===== config.mk =====
export PLATFORM = sky130hd
export DESIGN_NAME = status_register
export DESIGN_NICKNAME = d
export VERILOG_FILES = /design/src/rtl/status_register.sv
export SDC_FILE = /design/constraint.sdc
export NUM_CORES = 1
export LEC_CHECK = 0
export BUFFER_PORTS_ARGS = -buffer_cell sky130_fd_sc_hd__buf_2
export CELL_PAD_IN_SITES_DETAIL_PLACEMENT = 1
export CELL_PAD_IN_SITES_GLOBAL_PLACEMENT = 1
export CORE_MARGIN = 4
export CORE_UTILIZATION = 21
export CTS_BUF_LIST = sky130_fd_sc_hd__clkbuf_4 sky130_fd_sc_hd__clkbuf_8
export DETAILED_ROUTE_END_ITERATION = 10
export GPL_TIMING_DRIVEN = 0
export PLACE_DENSITY = 0.9
export SKIP_LAST_GASP = 1
export SYNTH_ARGS = -nofsm -noshare
export SYNTH_HDL_FRONTEND = slang
export SYNTH_SLANG_ARGS = --single-unit
export TNS_END_PERCENT = 20

===== constraint.sdc =====
create_clock -name clk -period 1.27 [get_ports clk]
set_input_delay 0.127 -clock clk [delete_from_list [all_inputs] [get_ports clk]]
set_output_delay 0.127 -clock clk [all_outputs]
set_load 0.03 [all_outputs]

===== src/rtl/status_register.sv =====
// Processor status register (P) for a 6502-style core: six stored flags, a push
// image with B/bit5 synthesised, and a delayed interrupt mask.
module status_register #(
   parameter logic [7:0] RESET_P = 8'b0011_0100
) (
   input  logic       clk,
   input  logic       rst,
   input  logic       alu_carry,
   input  logic       alu_zero,
   input  logic       alu_negative,
   input  logic       alu_overflow,
   input  logic [3:0] alu_flag_we,
   input  logic [7:0] db_in,
   input  logic       load_db,
   input  logic       bit_load,
   input  logic       set_c,
   input  logic       clr_c,
   input  logic       set_i,
   input  logic       clr_i,
   input  logic       set_d,
   input  logic       clr_d,
   input  logic       clr_v,
   input  logic       irq_entry,
   input  logic       push_brk,
   output logic [7:0] p_push,
   output logic       flag_n,
   output logic       flag_v,
   output logic       flag_d,
   output logic       flag_i,
   output logic       flag_z,
   output logic       flag_c,
   output logic       irq_mask
);

   logic n_q, v_q, d_q, i_q, z_q, c_q, irq_mask_q;
   logic n_d, v_d, d_d, i_d, z_d, c_d, irq_mask_d;

   // Later assignments override earlier ones, so each flag's sources are
   // listed from lowest to highest priority.
   always_comb begin
      n_d        = n_q;
      v_d        = v_q;
      d_d        = d_q;
      i_d        = i_q;
      z_d        = z_q;
      c_d        = c_q;
      irq_mask_d = i_q;

      if (load_db) begin
         n_d = db_in[7];
         v_d = db_in[6];
         d_d = db_in[3];
         i_d = db_in[2];
         z_d = db_in[1];
         c_d = db_in[0];
      end else begin
         if (alu_flag_we[3]) n_d = alu_negative;
         if (alu_flag_we[2]) v_d = alu_overflow;
         if (alu_flag_we[1]) z_d = alu_zero;
         if (alu_flag_we[0]) c_d = alu_carry;

         if (bit_load) begin
            n_d = db_in[7];
            v_d = db_in[6];
         end
         if (clr_v) v_d = 1'b0;

         if (clr_c) c_d = 1'b0;
         if (set_c) c_d = 1'b1;
         if (clr_d) d_d = 1'b0;
         if (set_d) d_d = 1'b1;
         if (clr_i) i_d = 1'b0;
         if (set_i) i_d = 1'b1;

         // Interrupt entry masks immediately rather than after the usual lag.
         if (irq_entry) begin
            i_d        = 1'b1;
            irq_mask_d = 1'b1;
         end
      end
   end

   always_ff @(posedge clk) begin
      if (rst) begin
         n_q        <= RESET_P[7];
         v_q        <= RESET_P[6];
         d_q        <= RESET_P[3];
         i_q        <= RESET_P[2];
         z_q        <= RESET_P[1];
         c_q        <= RESET_P[0];
         irq_mask_q <= 1'b1;
      end else begin
         n_q        <= n_d;
         v_q        <= v_d;
         d_q        <= d_d;
         i_q        <= i_d;
         z_q        <= z_d;
         c_q        <= c_d;
         irq_mask_q <= irq_mask_d;
      end
   end

   assign flag_n   = n_q;
   assign flag_v   = v_q;
   assign flag_d   = d_q;
   assign flag_i   = i_q;
   assign flag_z   = z_q;
   assign flag_c   = c_q;
   assign irq_mask = irq_mask_q;
   assign p_push   = {n_q, v_q, 1'b1, push_brk, d_q, i_q, z_q, c_q};

endmodule


* Word-level counts from Yosys, hierarchy flattened *
Index checks and enable logic that the tools add are counted.

word-level totals
  flip-flop bits (word level) = 7
  logic and storage cells = 35
  output and inout port bits = 15
  bits of input ports = 29

cells by class
  reduce and logical (&&, ||, !) cells = 6
  mux-type cells = 22

operators with widths
  operator           count
  $mux 1             22
  $reduce_bool 4->1  3
  $reduce_bool 3->1  2
  $reduce_bool 2->1  1

* Depth between registers and ports, before layout *
Gate-level depths: netlist (run 1).

  depth in word-level cells = 4
  gate-level depth with buffers = 4

* Least setup slack after synthesis (run 1) *
OpenSTA, ideal clock, no wires.

  path kind = register -> register
  from = register, netlist name flag_v
  to = register v_q, in the netlist flag_v
  arrival = 1.098 ns
  buffers on the path = 0
  data required time = 1.200 ns
  path slack = 0.102 ns
  period minus slack after synthesis = 1.168 ns
  stages on the path, launching flop included = 4
  cells stage by stage = dfxtp_1 -> mux2i_1 -> or4_1 -> a21oi_1

RTL lines
  item                  RTL line  text
  end signal, assigned  86        v_q <= RESET_P[6];
  end signal, assigned  94        v_q <= v_d;
  end, declared         35        logic n_q, v_q, d_q, i_q, z_q, c_q, irq_mask_q;

* Worst setup path after layout (run 1) *
  from = register i_q, in the netlist flag_i
  to = output port p_push[2]

RTL lines
  item                    RTL line  text
  start, declared         35
  start signal, assigned  88        i_q <= RESET_P[2];
  start signal, assigned  96        i_q <= i_d;
  end, declared           25        output logic [7:0] p_push,

No word-level cell between the ends.

==> impl_metrics.xml, run 1 <==
<?xml version="1.0" encoding="UTF-8"?>
<metrics>
  <group name="floorplanning">
    <metric name="placementRows" unit="">15</metric>
    <metric name="initial_core_util" unit="%">22.2</metric>
    <metric name="floorplan.die.width" unit="um">50.7</metric>
    <metric name="floorplan.core_area" unit="sq um">1730</metric>
    <metric name="vertical_extent_of_the_die" unit="um">50.7</metric>
    <metric name="boundaryPins" unit="">44</metric>
    <metric name="area_of_the_die" unit="sq um">2570</metric>
  </group>
  <group name="power_and_ir_drop">
    <metric name="pwr-share-seq" unit="%">36.8</metric>
    <metric name="switching_share" unit="%">30.2</metric>
    <metric name="switching_power" unit="W">0.000200</metric>
    <metric name="pwr-share-comb" unit="%">29.6</metric>
    <metric name="clkPwrFrac" unit="%">33.6</metric>
    <metric name="leakagePower" unit="nW">0.360</metric>
    <metric name="vdd_ir_drop_max" unit="mV">0.473</metric>
    <metric name="ratio_of_total_power_to_cell_area" unit="nW/um^2">1040</metric>
    <metric name="internal-power" unit="W">0.000462</metric>
  </group>
  <group name="run_status">
    <metric name="status" unit="">finished clean</metric>
  </group>
  <group name="min_path">
    <metric name="hold_depth" unit="">2</metric>
    <metric name="hold_path.startpoint" unit="">db_in[2]</metric>
    <metric name="worst_hold_path_ep" unit="">flag_i</metric>
    <metric name="hp-class" unit="">in2reg</metric>
  </group>
  <group name="clock_tree">
    <metric name="clockRootBuffer" unit="">sky130_fd_sc_hd__clkbuf_4</metric>
    <metric name="cts.htree.levels" unit="">1</metric>
    <metric name="maximum_root_to_sink_buffer_count" unit="">2</metric>
    <metric name="cts_inserted_buffers" unit="">3</metric>
    <metric name="worst_skew_pair.late_latency" unit="ns">0.24</metric>
    <metric name="postCtsHoldBufs" unit="">0</metric>
    <metric name="number_of_post_cts_setup_repair_buffers" unit="">0</metric>
    <metric name="cts_resized" unit="">0</metric>
    <metric name="path_clk_slew" unit="ns">0.05</metric>
    <metric name="cts_tree" unit="">yes</metric>
    <metric name="clock_sinks" unit="">7</metric>
  </group>
  <group name="timing">
    <metric name="finalHoldViolCount" unit="">0</metric>
    <metric name="timing.final.setup_violations" unit="">0</metric>
    <metric name="fin_crit_sh" unit="%">82.2</metric>
    <metric name="maxClockFrequency" unit="MHz">957</metric>
    <metric name="grt_setup_unrepaired" unit="">no</metric>
    <metric name="timing.final.crit_period" unit="ns">1.04</metric>
    <metric name="slew_violations" unit="">0</metric>
    <metric name="setup-tns-final" unit="ns">0</metric>
    <metric name="clock_skew" unit="ns">0.000117</metric>
  </group>
  <group name="cells_and_area">
    <metric name="syn_to_final_growth" unit="%">67.0</metric>
    <metric name="finalNetCount" unit="">119</metric>
    <metric name="most-common-layout-cells" unit="">40 x sky130_fd_sc_hd__buf_2, 8 x sky130_fd_sc_hd__buf_4, 7 x sky130_fd_sc_hd__dfxtp_1</metric>
    <metric name="num_antenna_cells" unit="">0</metric>
    <metric name="mostFrequentLayoutCell" unit="">sky130_fd_sc_hd__buf_2</metric>
    <metric name="final_layout_size_suffix_gt1_share" unit="%">58.4</metric>
    <metric name="finish.cell_count_without_fillers" unit="">114</metric>
  </group>
  <group name="setup_path">
    <metric name="critical-path-max-stage-delay" unit="ns">0.37</metric>
    <metric name="cp_top_family" unit="">flip-flops</metric>
    <metric name="critical_path_required" unit="ns">1.14</metric>
    <metric name="critical_path.cell_chain" unit="">buf_4 &gt; buf_2</metric>
    <metric name="worstPathBufferInverterCount" unit="">2</metric>
    <metric name="cp.depth" unit="">2</metric>
    <metric name="r2r_cells" unit="">3</metric>
    <metric name="r2r_setup_slack" unit="ns">0.27</metric>
    <metric name="worst_ep_arrival_time" unit="ns">0.92</metric>
    <metric name="worst_setup_path_start_kind" unit="">flop</metric>
    <metric name="cp-end-kind" unit="">primary output</metric>
    <metric name="worstSetupPathType" unit="">reg2out</metric>
    <metric name="critPathMaxFanout" unit="">4</metric>
    <metric name="crit_path_top_delay_cell" unit="">sky130_fd_sc_hd__dfxtp_1</metric>
    <metric name="critical_path.reg2reg.startpoint" unit="">flag_v</metric>
    <metric name="worstReg2RegEnd" unit="">flag_v</metric>
  </group>
  <group name="routing">
    <metric name="drt_iter0_drc" unit="">0</metric>
    <metric name="remaining_design_rule_violation_count" unit="">0</metric>
    <metric name="met2_length" unit="um">660</metric>
    <metric name="highest_metal_layer_with_signal_wires" unit="">met4</metric>
    <metric name="vias" unit="">450</metric>
    <metric name="drtPass1Iterations" unit="">1</metric>
    <metric name="route.detailed.vias_per_inst" unit="">3.95</metric>
    <metric name="dr_wl_met3" unit="um">79</metric>
    <metric name="ant_nets" unit="">0</metric>
    <metric name="wl_met1" unit="um">419</metric>
    <metric name="route.detailed.wl_per_inst" unit="um">10.3</metric>
    <metric name="wl" unit="um">1180</metric>
  </group>
  <group name="global_routing">
    <metric name="track_usage" unit="%">9.85</metric>
    <metric name="grt_pass1_wl" unit="um">1860</metric>
    <metric name="globalRouteOverflowTotal" unit="">0</metric>
    <metric name="grt_pass1_vias" unit="">441</metric>
    <metric name="maximum_number_of_pins_on_one_net_before_global_route_repair" unit="">11</metric>
    <metric name="grt_antenna_before_repair" unit="">0</metric>
  </group>
  <group name="synthesis">
    <metric name="flip_flop_and_latch_count_after_synthesis" unit="">7</metric>
    <metric name="post_synth_num_cell_types" unit="">17</metric>
    <metric name="post_synthesis_cells" unit="">46</metric>
    <metric name="synth_warnings" unit="">0</metric>
    <metric name="synth.area.top_cells" unit="">sky130_fd_sc_hd__dfxtp_1 37%, sky130_fd_sc_hd__buf_4 16%, sky130_fd_sc_hd__mux2i_1 10%</metric>
    <metric name="synth.yosys.seq_area_share" unit="%">36.6</metric>
    <metric name="synthDominantCellAreaShare" unit="%">36.6</metric>
    <metric name="synthesis.area_per_instance" unit="sq um">8.32</metric>
    <metric name="syn_nets" unit="">75</metric>
    <metric name="yosys.area.top_type" unit="">sky130_fd_sc_hd__dfxtp_1</metric>
    <metric name="syn_area" unit="sq um">383</metric>
  </group>
  <group name="placement">
    <metric name="port_buffers" unit="">39</metric>
    <metric name="detailed_place_hpwl" unit="um">1030</metric>
    <metric name="place.detailed.instances" unit="">110</metric>
    <metric name="place.gp.congestion" unit="">0.660</metric>
  </group>
  <group name="job">
    <metric name="cap_viol_max_count" unit="">0</metric>
  </group>
</metrics>
-- cell type report --
cell class                      count  area (sq um)
Fill cell                         237          1090
Multi-Input combinational cell     27           166
Clock buffer                        4          30.0
Buffer                              9          65.1
Inverter                            3          11.3
Tap cell                           25          31.3
Sequential cell                     7           140
Timing Repair Buffer               39           195
-- stage by stage --
stage	hold slack [ns]	area, sq um	power [W]	setup slack, ns	util (%)
5_1_grt	0.0863	639	0.000706	0.192	37.0
2_1_floorplan	0.196	383	0.000369	0.102	-
3_5_place_dp	0.343	609	0.000448	0.280	35.3
6_report	0.0883	639	0.000662	0.225	37.0
3_3_place_gp	0.339	609	0.000442	0.273	35.3
4_1_cts	0.0835	639	0.000678	0.214	37.0
-- registers in the layout, indices dropped and copies added (netlist names) --
| signal | count |
|---|---|
| flag_v | 1 |
| flag_c | 1 |
| flag_i | 1 |
| flag_d | 1 |
| flag_z | 1 |
| irq_mask | 1 |
| flag_n | 1 |
-- per-layer routing --
layer,up-vias,global-route usage (%)
met5,-,0
met4,0,6.73
met3,2,2.08
met2,19,18.3
met1,198,9.59
li1,231,-
-- worst max path at each step --
| stage | start | end | slack, ns |
|---|---|---|---|
| 2_1_floorplan | flag_v | flag_v | 0.10 |
| 3_5_place_dp | flag_v | flag_v | 0.28 |
| 6_report | flag_i | p_push[2] | 0.23 |
| 3_3_place_gp | flag_v | flag_v | 0.27 |
| 5_1_grt | flag_i | p_push[2] | 0.19 |
| 4_1_cts | flag_i | p_push[2] | 0.21 |
-- Yosys cell counts (all sizes together) --
cell and n:
nand2b 2, conb 1, inv 3, nor2 6
o31a 1, mux2i 4, a211oi 1, a211o 1
or4 1, a221oi 1, nor2b 2, dfxtp 7
buf 9, nand2 1, a21oi 3, o21ai 3
-- kinds of logic after synthesis --
group                  after synthesis  synth area share (%)
muxes                                4                  10.5
buffers and inverters               12                  19.9
other                                1                 0.979
AOI/OAI and AO/OA                   10                  16.7
and+or+nand+nor                     12                  15.4
DFF                                  7                  36.6
-- power by group through the flow --
| stage | sequential, W | clock [W] | combinational [W] |
|---|---|---|---|
| 6_report | 0.000244 | 0.000222 | 0.000196 |
| 5_1_grt | 0.000246 | 0.000246 | 0.000213 |
| 4_1_cts | 0.000244 | 0.000235 | 0.000199 |
| 3_5_place_dp | 0.000249 | 0 | 0.000199 |
| 3_3_place_gp | 0.000248 | 0 | 0.000194 |
| 2_1_floorplan | 0.000277 | 0 | 0.0000924 |
(Power assumes the default switching activity.)
==> run 2, diff against run 1 <==
Clock period 1.27 ns to 1 ns, I/O delays scaled along.
==> run 2 against run 1 <==
Effect of this change:
- the run now ends with negative setup slack left
- power increased by 28%
- combinational power grew 29%
- sequential power rose by 27%
- core utilization rose by 0.58 points
- clock skew hardly changed
- sequential cell count is the same
- register-to-register slack got worse by 0.27 ns
- clock power is 29% higher
- via count is 1.8% higher
- hold slack worse by 0.026 ns
- design area increased by 1.6%
- first-iteration DRC count did not move
- critical endpoint is now flag_v
- largest power group unchanged
- highest routed layer is now met3
==> impl_metrics.xml, run 2 (same netlist as run 1, synthesis figures left out) <==
<?xml version="1.0" encoding="UTF-8"?>
<metrics>
  <group name="run_status">
    <metric name="status" unit="">finished, violations left</metric>
    <metric name="violations_in_the_final_reports" unit="">negative setup slack</metric>
  </group>
  <group name="clock_tree">
    <metric name="clockRootBuffer" unit="">sky130_fd_sc_hd__clkbuf_4</metric>
    <metric name="maximum_root_to_sink_buffer_count" unit="">2</metric>
    <metric name="path_clk_slew" unit="ns">0.06</metric>
    <metric name="worst_skew_pair.late_latency" unit="ns">0.24</metric>
    <metric name="postCtsHoldBufs" unit="">0</metric>
    <metric name="cts_inserted_buffers" unit="">3</metric>
    <metric name="clock_sinks" unit="">7</metric>
    <metric name="cts_tree" unit="">yes</metric>
    <metric name="number_of_post_cts_setup_repair_buffers" unit="">0</metric>
    <metric name="cts.htree.levels" unit="">1</metric>
  </group>
  <group name="floorplanning">
    <metric name="vertical_extent_of_the_die" unit="um">50.7</metric>
    <metric name="floorplan.die.width" unit="um">50.7</metric>
    <metric name="boundaryPins" unit="">44</metric>
    <metric name="floorplan.core_area" unit="sq um">1730</metric>
    <metric name="placementRows" unit="">15</metric>
    <metric name="initial_core_util" unit="%">22.2</metric>
    <metric name="area_of_the_die" unit="sq um">2570</metric>
  </group>
  <group name="power_and_ir_drop">
    <metric name="switching_share" unit="%">30.7</metric>
    <metric name="ratio_of_total_power_to_cell_area" unit="nW/um^2">1310</metric>
    <metric name="pwr-share-comb" unit="%">29.7</metric>
    <metric name="internal-power" unit="W">0.000588</metric>
    <metric name="leakagePower" unit="nW">0.362</metric>
    <metric name="vdd_ir_drop_max" unit="mV">0.474</metric>
    <metric name="clkPwrFrac" unit="%">33.8</metric>
    <metric name="pwr-share-seq" unit="%">36.4</metric>
    <metric name="switching_power" unit="W">0.000261</metric>
  </group>
  <group name="setup_path">
    <metric name="critPathMaxFanout" unit="">3</metric>
    <metric name="critical_path_required" unit="ns">1.18</metric>
    <metric name="worst_setup_path_endpoint" unit="">flag_v</metric>
    <metric name="worstSetupPathType" unit="">reg2reg</metric>
    <metric name="worst_ep_arrival_time" unit="ns">1.19</metric>
    <metric name="crit_start" unit="">flag_v</metric>
    <metric name="r2r_cells" unit="">3</metric>
    <metric name="critical_path.reg2reg.startpoint" unit="">flag_v</metric>
    <metric name="worstReg2RegEnd" unit="">flag_v</metric>
    <metric name="cp-end-kind" unit="">flop</metric>
    <metric name="worst_setup_path_start_kind" unit="">flop</metric>
    <metric name="r2r_setup_slack" unit="ns">-0.004</metric>
  </group>
  <group name="global_routing">
    <metric name="grt_antenna_before_repair" unit="">0</metric>
    <metric name="grt_pass1_wl" unit="um">1790</metric>
    <metric name="globalRouteOverflowTotal" unit="">0</metric>
    <metric name="maximum_number_of_pins_on_one_net_before_global_route_repair" unit="">11</metric>
    <metric name="grt_pass1_vias" unit="">446</metric>
    <metric name="track_usage" unit="%">9.53</metric>
  </group>
  <group name="cells_and_area">
    <metric name="most-common-layout-cells" unit="">39 x sky130_fd_sc_hd__buf_2, 9 x sky130_fd_sc_hd__buf_4, 6 x sky130_fd_sc_hd__nor2_1, 6 x sky130_fd_sc_hd__dfxtp_1</metric>
    <metric name="ff_latch_area" unit="sq um">144</metric>
    <metric name="finalNetCount" unit="">119</metric>
    <metric name="mostFrequentLayoutCell" unit="">sky130_fd_sc_hd__buf_2</metric>
    <metric name="final_layout_size_suffix_gt1_share" unit="%">60.7</metric>
    <metric name="num_antenna_cells" unit="">0</metric>
    <metric name="multi_input_comb_area" unit="sq um">170</metric>
    <metric name="fill_cells" unit="">230</metric>
    <metric name="syn_to_final_growth" unit="%">69.6</metric>
    <metric name="finish.cell_count_without_fillers" unit="">114</metric>
  </group>
  <group name="timing">
    <metric name="grt_setup_unrepaired" unit="">yes</metric>
    <metric name="timing.final.crit_period" unit="ns">1.00</metric>
    <metric name="slew_violations" unit="">0</metric>
    <metric name="timing.final.setup_violations" unit="">1</metric>
    <metric name="fin_crit_sh" unit="%">100</metric>
    <metric name="clock_skew" unit="ns">0.0000451</metric>
    <metric name="setup-tns-final" unit="ns">-0.00447</metric>
    <metric name="finalHoldViolCount" unit="">0</metric>
    <metric name="maxClockFrequency" unit="MHz">996</metric>
    <metric name="setup_ws" unit="ns">-0.00447</metric>
  </group>
  <group name="routing">
    <metric name="route.detailed.vias_per_inst" unit="">4.02</metric>
    <metric name="vias" unit="">458</metric>
    <metric name="remaining_design_rule_violation_count" unit="">0</metric>
    <metric name="drt_iter0_drc" unit="">0</metric>
    <metric name="route.detailed.wl_per_inst" unit="um">10.7</metric>
    <metric name="ant_nets" unit="">0</metric>
    <metric name="drtPass1Iterations" unit="">1</metric>
    <metric name="wl" unit="um">1220</metric>
  </group>
  <group name="placement">
    <metric name="place.gp.congestion" unit="">0.725</metric>
    <metric name="place.detailed.instances" unit="">110</metric>
    <metric name="detailed_place_hpwl" unit="um">1040</metric>
    <metric name="port_buffers" unit="">39</metric>
  </group>
  <group name="job">
    <metric name="cap_viol_max_count" unit="">0</metric>
  </group>
  <group name="min_path">
    <metric name="hp-class" unit="">in2reg</metric>
    <metric name="hold_depth" unit="">2</metric>
  </group>
</metrics>
run 2: layout make-up:
cell class	instances	area share, %
Multi-Input combinational cell	27	26.2
Tap cell	25	4.82
Sequential cell	7	22.2
Buffer	9	10.0
Timing Repair Buffer	39	30.4
Clock buffer	4	4.62
Inverter	3	1.73
run 2: critical path, cell delays in order (launching register included):
cell and delay, ns:
sky130_fd_sc_hd__dfxtp_4 0.34, sky130_fd_sc_hd__mux2i_1 0.06, sky130_fd_sc_hd__or4_1 0.41, sky130_fd_sc_hd__a21oi_2 0.12
run 2: power groups by stage:
stage / clock network [W] / registers (W) / logic, W
final: 0.000287 / 0.000309 / 0.000252
after global routing: 0.000313 / 0.000311 / 0.000273
after CTS: 0.000301 / 0.000309 / 0.000255
after detailed placement: 0 / 0.000316 / 0.000252
after global placement: 0 / 0.000313 / 0.000247
after floorplan: 0 / 0.000351 / 0.000117
run 2: how the worst min path moves through the flow:
| stage | startpoint | to | slack, ns |
|---|---|---|---|
| 3_3_place_gp | db_in[2] | flag_i | 0.31 |
| 2_1_floorplan | rst | flag_v | 0.16 |
| 5_1_grt | db_in[2] | flag_i | 0.09 |
| 3_5_place_dp | db_in[2] | flag_i | 0.32 |
| 6_report | db_in[2] | flag_i | 0.06 |
| 4_1_cts | db_in[2] | flag_i | 0.06 |
run 2: timing repair:
item	in CTS	in global routing
setup endpoints to repair	3	6
resized for setup	1	1
pin swaps	0	0
run 2: stage by stage:
stage	hold slack (ns)	instance area [sq um]	total power (W)	util (%)	worst slack [ns]
final	0.0619	649	0.000849	37.6	-0.00447
after global placement	0.311	613	0.000560	35.5	0.0306
after global routing	0.0857	649	0.000897	37.6	-0.0659
after CTS	0.0561	646	0.000866	37.4	-0.00505
after floorplan	0.159	387	0.000468	-	-0.0217
after detailed placement	0.316	613	0.000568	35.5	0.0231
run 2: metal layers:
| layer | track usage, % | wire length [um] | vias to the layer above |
|---|---|---|---|
| li1 | - | - | 231 |
| met1 | 9.38 | 440 | 207 |
| met2 | 17.4 | 685 | 20 |
| met3 | 2.97 | 94 | 0 |
| met4 | 5.38 | 0 | 0 |
| met5 | 0 | 0 | - |
